## src/rtl/rr_selector.sv

```systemverilog
// Per-input-port request selector: masks the route planner's adaptive request
// vector with output availability and grants one output at a time, using either
// fixed priority or round-robin priority. The grant is held until the scheduler
// accepts the transfer, the request/availability is withdrawn, or the optional
// hold timeout expires.
//
// Ports:
//   clk                        system clock
//   reset                      synchronous, active-high reset
//   request_vector_din         candidate outputs from the route planner
//   status_register_din        1 = output currently free
//   transfer_strobe_din        granted scheduler accepted the transfer
//   masked_request_vector_dout registered one-hot grant, 0 = none
//   grant_valid_dout           registered, high while a grant is held
//   grant_index_dout           registered binary index of the grant (0 when none)
//   timeout_dout               registered one-cycle pulse on forced release
module rr_selector #(
  parameter int unsigned NUM_OUT        = 4,
  parameter int unsigned RR_MODE        = 1,
  parameter int unsigned TIMEOUT_CYCLES = 0,
  localparam int unsigned IDX_W         = $clog2(NUM_OUT)
) (
  input  logic               clk,
  input  logic               reset,
  input  logic [NUM_OUT-1:0] request_vector_din,
  input  logic [NUM_OUT-1:0] status_register_din,
  input  logic               transfer_strobe_din,
  output logic [NUM_OUT-1:0] masked_request_vector_dout,
  output logic               grant_valid_dout,
  output logic [IDX_W-1:0]   grant_index_dout,
  output logic               timeout_dout
);

  // Counter is kept one bit wide when the timeout is disabled so it stays legal.
  localparam int unsigned CNT_W      = (TIMEOUT_CYCLES > 0) ? $clog2(TIMEOUT_CYCLES + 1) : 1;
  localparam bit          TIMEOUT_EN = (TIMEOUT_CYCLES != 0);
  localparam int unsigned TO_LAST_I  = (TIMEOUT_CYCLES > 0) ? TIMEOUT_CYCLES - 1 : 0;
  localparam logic [CNT_W-1:0] TO_LAST = CNT_W'(TO_LAST_I);
  localparam logic [CNT_W-1:0] CNT_SAT = {CNT_W{1'b1}};

  typedef enum logic {
    IDLE = 1'b0,
    HOLD = 1'b1
  } state_t;

  state_t              state;
  logic [IDX_W-1:0]    rr_ptr;
  logic [CNT_W-1:0]    hold_cnt;

  logic [NUM_OUT-1:0]  avail;
  int unsigned         rr_base;
  logic                win_found;
  logic [IDX_W-1:0]    win_idx;
  logic [NUM_OUT-1:0]  win_onehot;
  logic                held_ok;
  logic [IDX_W-1:0]    next_ptr;

  assign avail = request_vector_din & status_register_din;

  // Winner search: scan starting at rr_ptr (round-robin) or at bit 0 (fixed).
  always_comb begin
    rr_base   = (RR_MODE != 0) ? 32'(rr_ptr) : 32'd0;
    win_found = 1'b0;
    win_idx   = '0;
    for (int unsigned i = 0; i < NUM_OUT; i++) begin
      if (!win_found && avail[IDX_W'((rr_base + i) % NUM_OUT)]) begin
        win_found = 1'b1;
        win_idx   = IDX_W'((rr_base + i) % NUM_OUT);
      end
    end
  end

  assign win_onehot = {{(NUM_OUT-1){1'b0}}, 1'b1} << win_idx;

  // The held grant stays legal only while both its request and status bits remain set.
  assign held_ok  = request_vector_din[grant_index_dout] & status_register_din[grant_index_dout];
  assign next_ptr = IDX_W'((32'(grant_index_dout) + 32'd1) % NUM_OUT);

  // Grant FSM: IDLE always lasts at least one cycle after a release, so a late
  // strobe can never be mistaken for acceptance of a fresh grant.
  always_ff @(posedge clk) begin
    if (reset) begin
      state                      <= IDLE;
      rr_ptr                     <= '0;
      hold_cnt                   <= '0;
      masked_request_vector_dout <= '0;
      grant_valid_dout           <= 1'b0;
      grant_index_dout           <= '0;
      timeout_dout               <= 1'b0;
    end else begin
      timeout_dout <= 1'b0;
      if (state == IDLE) begin
        if (win_found) begin
          masked_request_vector_dout <= win_onehot;
          grant_valid_dout           <= 1'b1;
          grant_index_dout           <= win_idx;
          hold_cnt                   <= '0;
          state                      <= HOLD;
        end
      end else begin
        if (transfer_strobe_din) begin
          masked_request_vector_dout <= '0;
          grant_valid_dout           <= 1'b0;
          grant_index_dout           <= '0;
          rr_ptr                     <= next_ptr;
          state                      <= IDLE;
        end else if (!held_ok) begin
          masked_request_vector_dout <= '0;
          grant_valid_dout           <= 1'b0;
          grant_index_dout           <= '0;
          state                      <= IDLE;
        end else if (TIMEOUT_EN && (hold_cnt == TO_LAST)) begin
          masked_request_vector_dout <= '0;
          grant_valid_dout           <= 1'b0;
          grant_index_dout           <= '0;
          timeout_dout               <= 1'b1;
          rr_ptr                     <= next_ptr;
          state                      <= IDLE;
        end else if (hold_cnt != CNT_SAT) begin
          hold_cnt <= hold_cnt + CNT_W'(1);
        end
      end
    end
  end

endmodule

```

## config.mk

```make
export PLATFORM = sky130hd
export DESIGN_NAME = rr_selector
export DESIGN_NICKNAME = d
export VERILOG_FILES = /design/src/rtl/rr_selector.sv
export SDC_FILE = /design/constraint.sdc
export NUM_CORES = 1
export LEC_CHECK = 0
export CORE_UTILIZATION = 46
export CTS_BUF_LIST = sky130_fd_sc_hd__clkbuf_2 sky130_fd_sc_hd__clkbuf_4 sky130_fd_sc_hd__clkbuf_8
export CTS_CLUSTER_SIZE = 25
export DETAILED_ROUTE_END_ITERATION = 10
export GPL_TIMING_DRIVEN = 1
export PLACE_DENSITY = 0.82
export SYNTH_ARGS = -nofsm -noshare
export SYNTH_HDL_FRONTEND = slang
export SYNTH_SLANG_ARGS = --single-unit
export TNS_END_PERCENT = 20
```

## constraint.sdc

```tcl
create_clock -name clk -period 1.8 [get_ports clk]
set_input_delay 0.36 -clock clk [delete_from_list [all_inputs] [get_ports clk]]
set_output_delay 0.36 -clock clk [all_outputs]
set_load 0.05 [all_outputs]
```

==> out/results.txt <==
status -> complete, no violations
Starting Density -> 51.82%
Synth area leaders -> dfxtp_1, o32ai_1, a21oi_1
Critical path origin -> status_register_din[3]
Synth top area share -> 32.99%
FF-to-FF Start -> grant_index_dout[1]
vias in the first global route -> 609
register area -> 200.2 um^2
# fillers -> 100
P_sw -> 0.2106 mW
Final min period -> 1.708 ns
die area -> 1468 um^2
ratio of cells with drive above 1 in the final layout -> 21.74%
RSZ-0062 raised after global routing -> false
max-cap violations -> 0
Hold WC Path Type -> register to register
Net Sw Frac -> 34.06%
die height -> 38.32 um
DR WL/cell -> 13.45 um
area taken by multi-input logic gates -> 386.6 um^2
Clk Latency, worst-skew pair -> 0.26 ns
post-CTS setup buffers -> 0
CTS resizes -> 0
Crit Path Class -> input port to register
Crit. End Element -> register
Ports -> 19
Peak supply drop -> 451.2 uV
Clk pwr share -> 23.6%
crit-path max FO -> 4
Clock Path Buffers -> 2
synthesized cell area -> 606.8 um^2
HP Start -> masked_request_vector_dout[3]
total grt overflow -> 0
Worst R2R End -> masked_request_vector_dout[3]
hpwl dp -> 1110 um
WHS Path Cells -> 2
IO Port Bufs -> 17
largest area contributor in the netlist -> dfxtp_1
total wire length -> 1426 um
total number of vias -> 638
Syn Nets -> 81
internal power -> 0.4077 mW
GPL Wtd Cong -> 0.8189
Distinct cells, synth -> 33
top_reg_cell synth -> dfxtp_1
Critical Path AT -> 1.84 ns
Routed Antenna Nets -> 0
most frequent cell after synthesis -> dfxtp_1
root buf cell -> clkbuf_4
critical path required time -> 1.93 ns
synth-to-layout area growth -> 35.26%
CTS H-tree depth -> 1
Post-synth EDFFs -> 0
R2R Setup Slk -> 0.31 ns
share of the clock period used by the worst path -> 94.91%
hold_buf cts -> 0
Synth warnings -> 0
CTS tree -> done
Final nets -> 105
CTS buffer count -> 3
Slew Limit Fails -> 0
register area share after synthesis -> 32.99%
Power, Total -> 0.6184 mW
Mapped Cells -> 70
all-layer global routing usage -> 26.28%
DR vias/cell -> 6.019
initial antenna violation count -> 0
final hold violations -> 0
Min Hold Slack -> 0.4918 ns
largest net degree at the start of global routing -> 15
Clock Sink Count -> 10
syn avg cell area -> 8.669 um^2
Power Density -> 753.4 nW/um^2
path depth of the worst reg2reg path -> 3
Pre-antenna DRT Iters -> 4
Hold Path End -> masked_request_vector_dout[3]
chip width -> 38.32 um
Post-synth top cells -> dfxtp_1, nand2_1, a21oi_1
Comb pwr share -> 33.8%
site row count -> 12
Reg power frac -> 42.6%
Final Skew -> 0.002258 ns
type of origin of the critical path -> input port
ant diodes -> 0
async set-or-reset flop fraction in the synthesized netlist -> 0%
fmax -> 585.3 MHz
Reg clk slew, reported paths -> 0.06 ns
LEAKAGE -> 0.3122 nW
Residual DRC -> 0
global-route wire length before repair -> 2553 um
flop and latch count out of synthesis -> 10
final setup violation count -> 0
core area -> 1171 um^2
Initial DRC Count -> 19
==> worst max-delay path by stage <==
| stage | endpoint | slack [ns] | cells after the start |
|---|---|---|---|
| after floorplan | masked_request_vector_dout[0] | 0.05 | 3 |
| after detailed placement | masked_request_vector_dout[1] | -0.17 | 5 |
| final | masked_request_vector_dout[3] | 0.09 | 5 |
| after global routing | grant_index_dout[1] | 0.03 | 5 |
| after CTS | masked_request_vector_dout[3] | 0.11 | 5 |
| after global placement | masked_request_vector_dout[3] | -0.15 | 5 |
==> power groups by stage <==
stage | logic, mW | clock network, mW | registers (mW)
after CTS | 0.209 | 0.152 | 0.263
after floorplan | 0.101 | 0 | 0.303
after global routing | 0.228 | 0.157 | 0.266
final | 0.209 | 0.146 | 0.263
after global placement | 0.206 | 0 | 0.267
after detailed placement | 0.208 | 0 | 0.267
==> through the flow <==
step           setup TNS, ns  std cells  worst slack, ns  utilization (%)  area [um^2]
2_1_floorplan              0         70          0.05093                -        606.8
3_3_place_gp         -0.7495        103          -0.1509            68.16        798.3
3_5_place_dp         -0.9218        103          -0.1690            68.16        798.3
4_1_cts                    0        106           0.1064            70.09        820.8
5_1_grt                    0        106          0.02664            70.09        820.8
6_report                   0        106          0.09161            70.09        820.8
==> sequential cells by signal, summed over array words and instances, names as in the netlist <==
name and count:
grant_valid_dout 1, grant_index_dout 2, state 1, masked_request_vector_dout 4, rr_ptr 2
==> worst max-delay path, stage by stage <==
cell,delay (ns)
clkdlybuf4s50_1,0.46
and2_0,0.17
mux4_2,0.53
a22oi_4,0.22
o32ai_1,0.10
==> cell families after synthesis <==
kind of cell           synth area share (%)
AND/OR/NAND/NOR                       25.36
AO/OA/AOI/OAI                         32.58
flip-flops                            32.99
buffers and inverters                 3.297
XOR/XNOR                              1.444
multiplexers                          3.711
other                                0.6180
==> routing by layer <==
| metal | up-vias | global-route usage, % | part of all wire, % |
|---|---|---|---|
| met4 | 0 | 13.39 | 1.8 |
| li1 | 314 | - | - |
| met1 | 298 | 31.29 | 46 |
| met5 | - | 0 | 0 |
| met3 | 4 | 9.884 | 6.4 |
| met2 | 22 | 40.68 | 46 |
==> cells in the final DEF (no fill, tap or decap), drive strengths merged, types with 2 or more instances in the layout <==
cell type / Yosys / routed
buf: 2 / 12
dfxtp: 10 / 10
clkdlybuf4s50: 0 / 10
nand2: 7 / 7
a21oi: 6 / 6
and2: 5 / 5
nor2: 4 / 4
nand2b: 4 / 4
o32ai: 4 / 4
a22oi: 4 / 4
nand3: 3 / 3
clkbuf: 1 / 3
a311oi: 2 / 2
a31oi: 2 / 2
==> area by class of cell <==
| cell class | instances | share of cell area [%] |
|---|---|---|
| Multi-Input combinational cell | 56 | 47.10 |
| Inverter | 1 | 0.4573 |
| Timing Repair Buffer | 22 | 23.17 |
| Sequential cell | 10 | 24.39 |
| Clock buffer | 3 | 2.744 |
| Tap cell | 14 | 2.134 |
Power figures use the tool's default switching activity.
==> RTL change 1: new RTL, config.mk and constraints unchanged <==
The parameter `NUM_OUT` goes from 4 to 8.
--- a/src/rtl/rr_selector.sv
+++ b/src/rtl/rr_selector.sv
@@ -15,7 +15,7 @@
 //   grant_index_dout           registered binary index of the grant (0 when none)
 //   timeout_dout               registered one-cycle pulse on forced release
 module rr_selector #(
-  parameter int unsigned NUM_OUT        = 4,
+  parameter int unsigned NUM_OUT        = 8,
   parameter int unsigned RR_MODE        = 1,
   parameter int unsigned TIMEOUT_CYCLES = 0,
   localparam int unsigned IDX_W         = $clog2(NUM_OUT)
Interface: changed (resized grant_index_dout, masked_request_vector_dout, request_vector_din and status_register_din); port bits go from 19 to 32. No check against the original RTL was run, so the function may have changed too.
==> RTL change 1 against the unedited design <==
  * The run now ends with setup timing left
  * Final area grew to 3.9 times the old value
  * Via count rose to 4.0 times the old value
  * Setup slack got worse by 1100 ps
  * Sequential cell count up 6
  * Combinational power rose to 12 times the old value
  * Sequential share of layout area down 14 points
  * Clock power is 86% higher
  * Non-clock buffer count is 94 higher
  * Routed wire length grew to 6.2 times the old value
  * Power grew to 5.2 times the old value
  * Synthesized area rose to 3.0 times the old value
==> RTL change 1: results (changes against the unedited design) <==
Run status
  • Status: finished with violations
  • Failing checks: setup timing

Logic synthesis
  • Synth cell count leaders: nand2_1, dfxtp_1, nand3_1, mux4_2, nor2_1
  • Post-synthesis sequential area ratio: 17.5% (-15 points)
  • Mapped Cells: 214 (+210%)
  • Syn_nets: 236 (+190%)
  • Adder-cell share of the synthesized area: 2.05% (+2.1 points)
  • Synth async-reset ratio: 0% (unchanged)
  • Xor and xnor area share after synthesis: 1.37% (-0.075 points)
  • Netlist cell types: 57 (+73%)
  • Compound-Gate Fraction of Synth Area: 25.3% (-7.3 points)
  • Mux contribution to synthesized area: 21.8% (+18 points)

GRT
  • GR Util met3: 8.45% (-1.4 points)
  • Initial antenna violation count: 0 (unchanged)
  • Global-route wire length before repair: 12.3 mm (+380%)
  • Vias in the first global route: 2506 (+310%)
  • GR met1 Demand/Resource: 43.7% (+12 points)
  • GR met2 Demand/Resource: 65.6% (+25 points)

Drt
  • Met1 Wirelength: 3.19 mm (+390%)
  • 1st-iter DRT viols: 401 (+382)
  • DR WL/cell: 23.9 um (+78%)
  • Drt pass-1 iters: 6 (+2)
  • Metal3 WL: 911 um (+900%)
  • DR WL met2: 4.16 mm (+530%)
  • Total wire length: 8.81 mm (+520%)

Power
  • Sequential cell power: 0.529 mW (+100%)
  • Combinational share of power: 75.2% (+41 points)
  • Net Sw Power: 1.55 mW (+640%)
  • Static leakage: 1.31 nW (+320%)
  • Max VDD drop: 0.633 mV (+40%)
  • Combinational gate power: 2.43 mW (+1100%)

Cells and area
  • Ratio of cells with drive above 1 in the final layout: 55.3% (+34 points)
  • Fillers: 199 (+99%)
  • Final net count: 344 (+230%)
  • Biggest regs: masked_request_vector_dout: 8 flops, grant_index_dout: 3 flops, rr_ptr: 3 flops

STA
  • Final worst setup slack: -1050 ps (-1140 ps)
  • Setup TNS: -12790 ps (-12790 ps)
  • Clock Skews: 2.29 ps (+0.0351 ps)
  • Final Hold Fails: 0 (unchanged)
  • Final setup fails: 13 (+13)

Placed design
  • Placed cell area: 2660 sq um (+230%)
  • Routability cong.: 0.977 (+19%)
  • Place WS: -1370 ps (-1200 ps)
  • Port-buffer cells: 30 (+13)
  • Placed cells: 351 (+240%)

Setup path
  • Slowest CP cell: dfxtp_1
  • Critical path fanouts, max: 10 (+6)
  • CP Data Arrival Time: 2990 ps (+1150 ps)

Clocking
  • Root buffer cell: clkbuf_8
-- RTL change 1: what timing repair did --
item / 4_1_cts / 5_1_grt
buffers inserted: 13 / 2
endpoints found under the setup margin: 13 / 13
resized for setup: 72 / 30
pin swaps: 19 / 16
hold endpoints to repair: 0 / 0
-- RTL change 1: worst paths after layout --
check | startpoint | to | slack [ps] | depth (start not counted)
worst max-delay path | rr_ptr[2] | masked_request_vector_dout[2] | -1050 | 8
worst max register to register | rr_ptr[2] | masked_request_vector_dout[2] | -1050 | 8
worst min-delay path | masked_request_vector_dout[1] | masked_request_vector_dout[1] | 470 | 1
worst min register to register | masked_request_vector_dout[1] | masked_request_vector_dout[1] | 470 | 1
-- RTL change 1: area by class of cell --
type,instances,area (sq um),area share (%)
Inverter,7,40.0,1.26
Sequential cell,16,328,10.3
Timing Repair Buffer,116,956,30.1
Tap cell,48,60.1,1.89
Multi-Input combinational cell,178,1750,55.1
Clock buffer,3,41.3,1.30
==> RTL change 2: new RTL, same flow settings <==
Made on the original files. Make the reset (`reset`) asynchronous in one clocked block. Comments in the files are not updated.
--- a/src/rtl/rr_selector.sv
+++ b/src/rtl/rr_selector.sv
@@ -78,7 +78,7 @@
 
   // Grant FSM: IDLE always lasts at least one cycle after a release, so a late
   // strobe can never be mistaken for acceptance of a fresh grant.
-  always_ff @(posedge clk) begin
+  always_ff @(posedge clk or posedge reset) begin
     if (reset) begin
       state                      <= IDLE;
       rr_ptr                     <= '0;
Formal check against the unedited RTL: differs if reset is asserted again (counterexample within 4 cycles, from zero or initial values and one cycle with reset high); with reset held inactive, the same outputs for 4 cycles.
==> RTL change 2 against the unedited design <==
  * Setup slack better by 83 ps
  * Final area up 1.7%
  * Sequential cell count unchanged
  * Critical path type unchanged
  * Highest routed layer unchanged
  * Register-to-register slack better by 30 ps
  * Routed wire length up 5.8%
  * Clock skew up 3.0 ps
  * Largest cell class unchanged
  * Critical path depth unchanged
  * Hold slack worse by 110 ps
  * Synthesized area up 6.0%
Power is not compared: it rests on default switching activity, and its combinational part moved more than twofold at a synthesized area within 25%.
==> RTL change 2: results (changes against the unedited design) <==
Logic synthesis
  • Post-synthesis sequential area ratio: 38.9% (+5.9 points)
  • Compound-Gate Fraction of Synth Area: 35.6% (+3.0 points)
  • Primary FF master, synth: dfrtp_1
  • Synth cell count leaders: dfrtp_1, nand2_1, a21oi_1, o21ai_0
  • Synth async-reset ratio: 100% (+100 points)
  • Netlist cell types: 35 (+6.1%)
  • Syn_nets: 76 (-6.2%)
  • Synth Area per Inst: 9.89 sq um (+14%)
  • Largest cells by area after synthesis: dfrtp_1, nand2_1, a21oi_1

Cells and area
  • Fillers: 123 (+23%)
  • Multi-input gate area: 364 sq um (-5.8%)
  • Fin cells: 99 (-6.6%)
  • Final net count: 97 (-7.6%)
  • Fraction of area in registers: 30.0% (+5.6 points)
  • NonClk Buf Share: 20.1% (-3.1 points)
  • Ratio of cells with drive above 1 in the final layout: 26.2% (+4.5 points)
  • Inverters, non-clock: 3 (+2)
  • Multi-Input Combinational: 49 (-13%)

GRT
  • Gr usage total: 22.2% (-4.1 points)
  • Vias in the first global route: 548 (-10%)

Run status
  • Status: complete, no violations

Drt
  • DR WL/cell: 15.2 um (+13%)

STA
  • Clock Skews: 5.28 ps (+3.02 ps)

Setup path
  • Top delay family on crit path: compound AO/OA/AOI/OAI gates
  • RR Startpoint: grant_index_dout[1]

Placed design
  • Post-DP HPWL: 1.20 mm (+8.0%)

Hold path
  • Worst Hold Class: input pin to asynchronous set/reset pin
[RTL change 2: worst paths after layout]
check / endpoint / slack, ps / cells after the start
min in group clk: masked_request_vector_dout[0] / 500 / 1
hold reg to reg: masked_request_vector_dout[0] / 500 / 1
hold / removal: masked_request_vector_dout[3] / 390 / 2
max in group asynchronous: rr_ptr[0] / 1140 / 2
setup reg to reg: masked_request_vector_dout[3] / 340 / 4
setup / recovery: grant_index_dout[0] / 170 / 5
[RTL change 2: report_power, final]
group	internal (mW)	switching, mW
registers	0.288	0.108
clock network	0.0767	0.0670
logic	0.184	0.272
[RTL change 2: metrics by stage]
stage	hold slack, ps	instance area, sq um	worst slack, ps
floorplan	200	643	207
global placement	481	812	-5.76
detailed placement	486	812	-68.1
CTS	400	835	187
global route	424	835	140
finish	386	835	174
[RTL change 2: routing by layer]
metal	GRT usage (%)	vias up	share of wire (%)
met3	5.11	4	3.4
met4	5.17	0	0.99
li1	-	291	-
met2	38.3	14	50
met5	0	-	0
met1	27.8	292	46
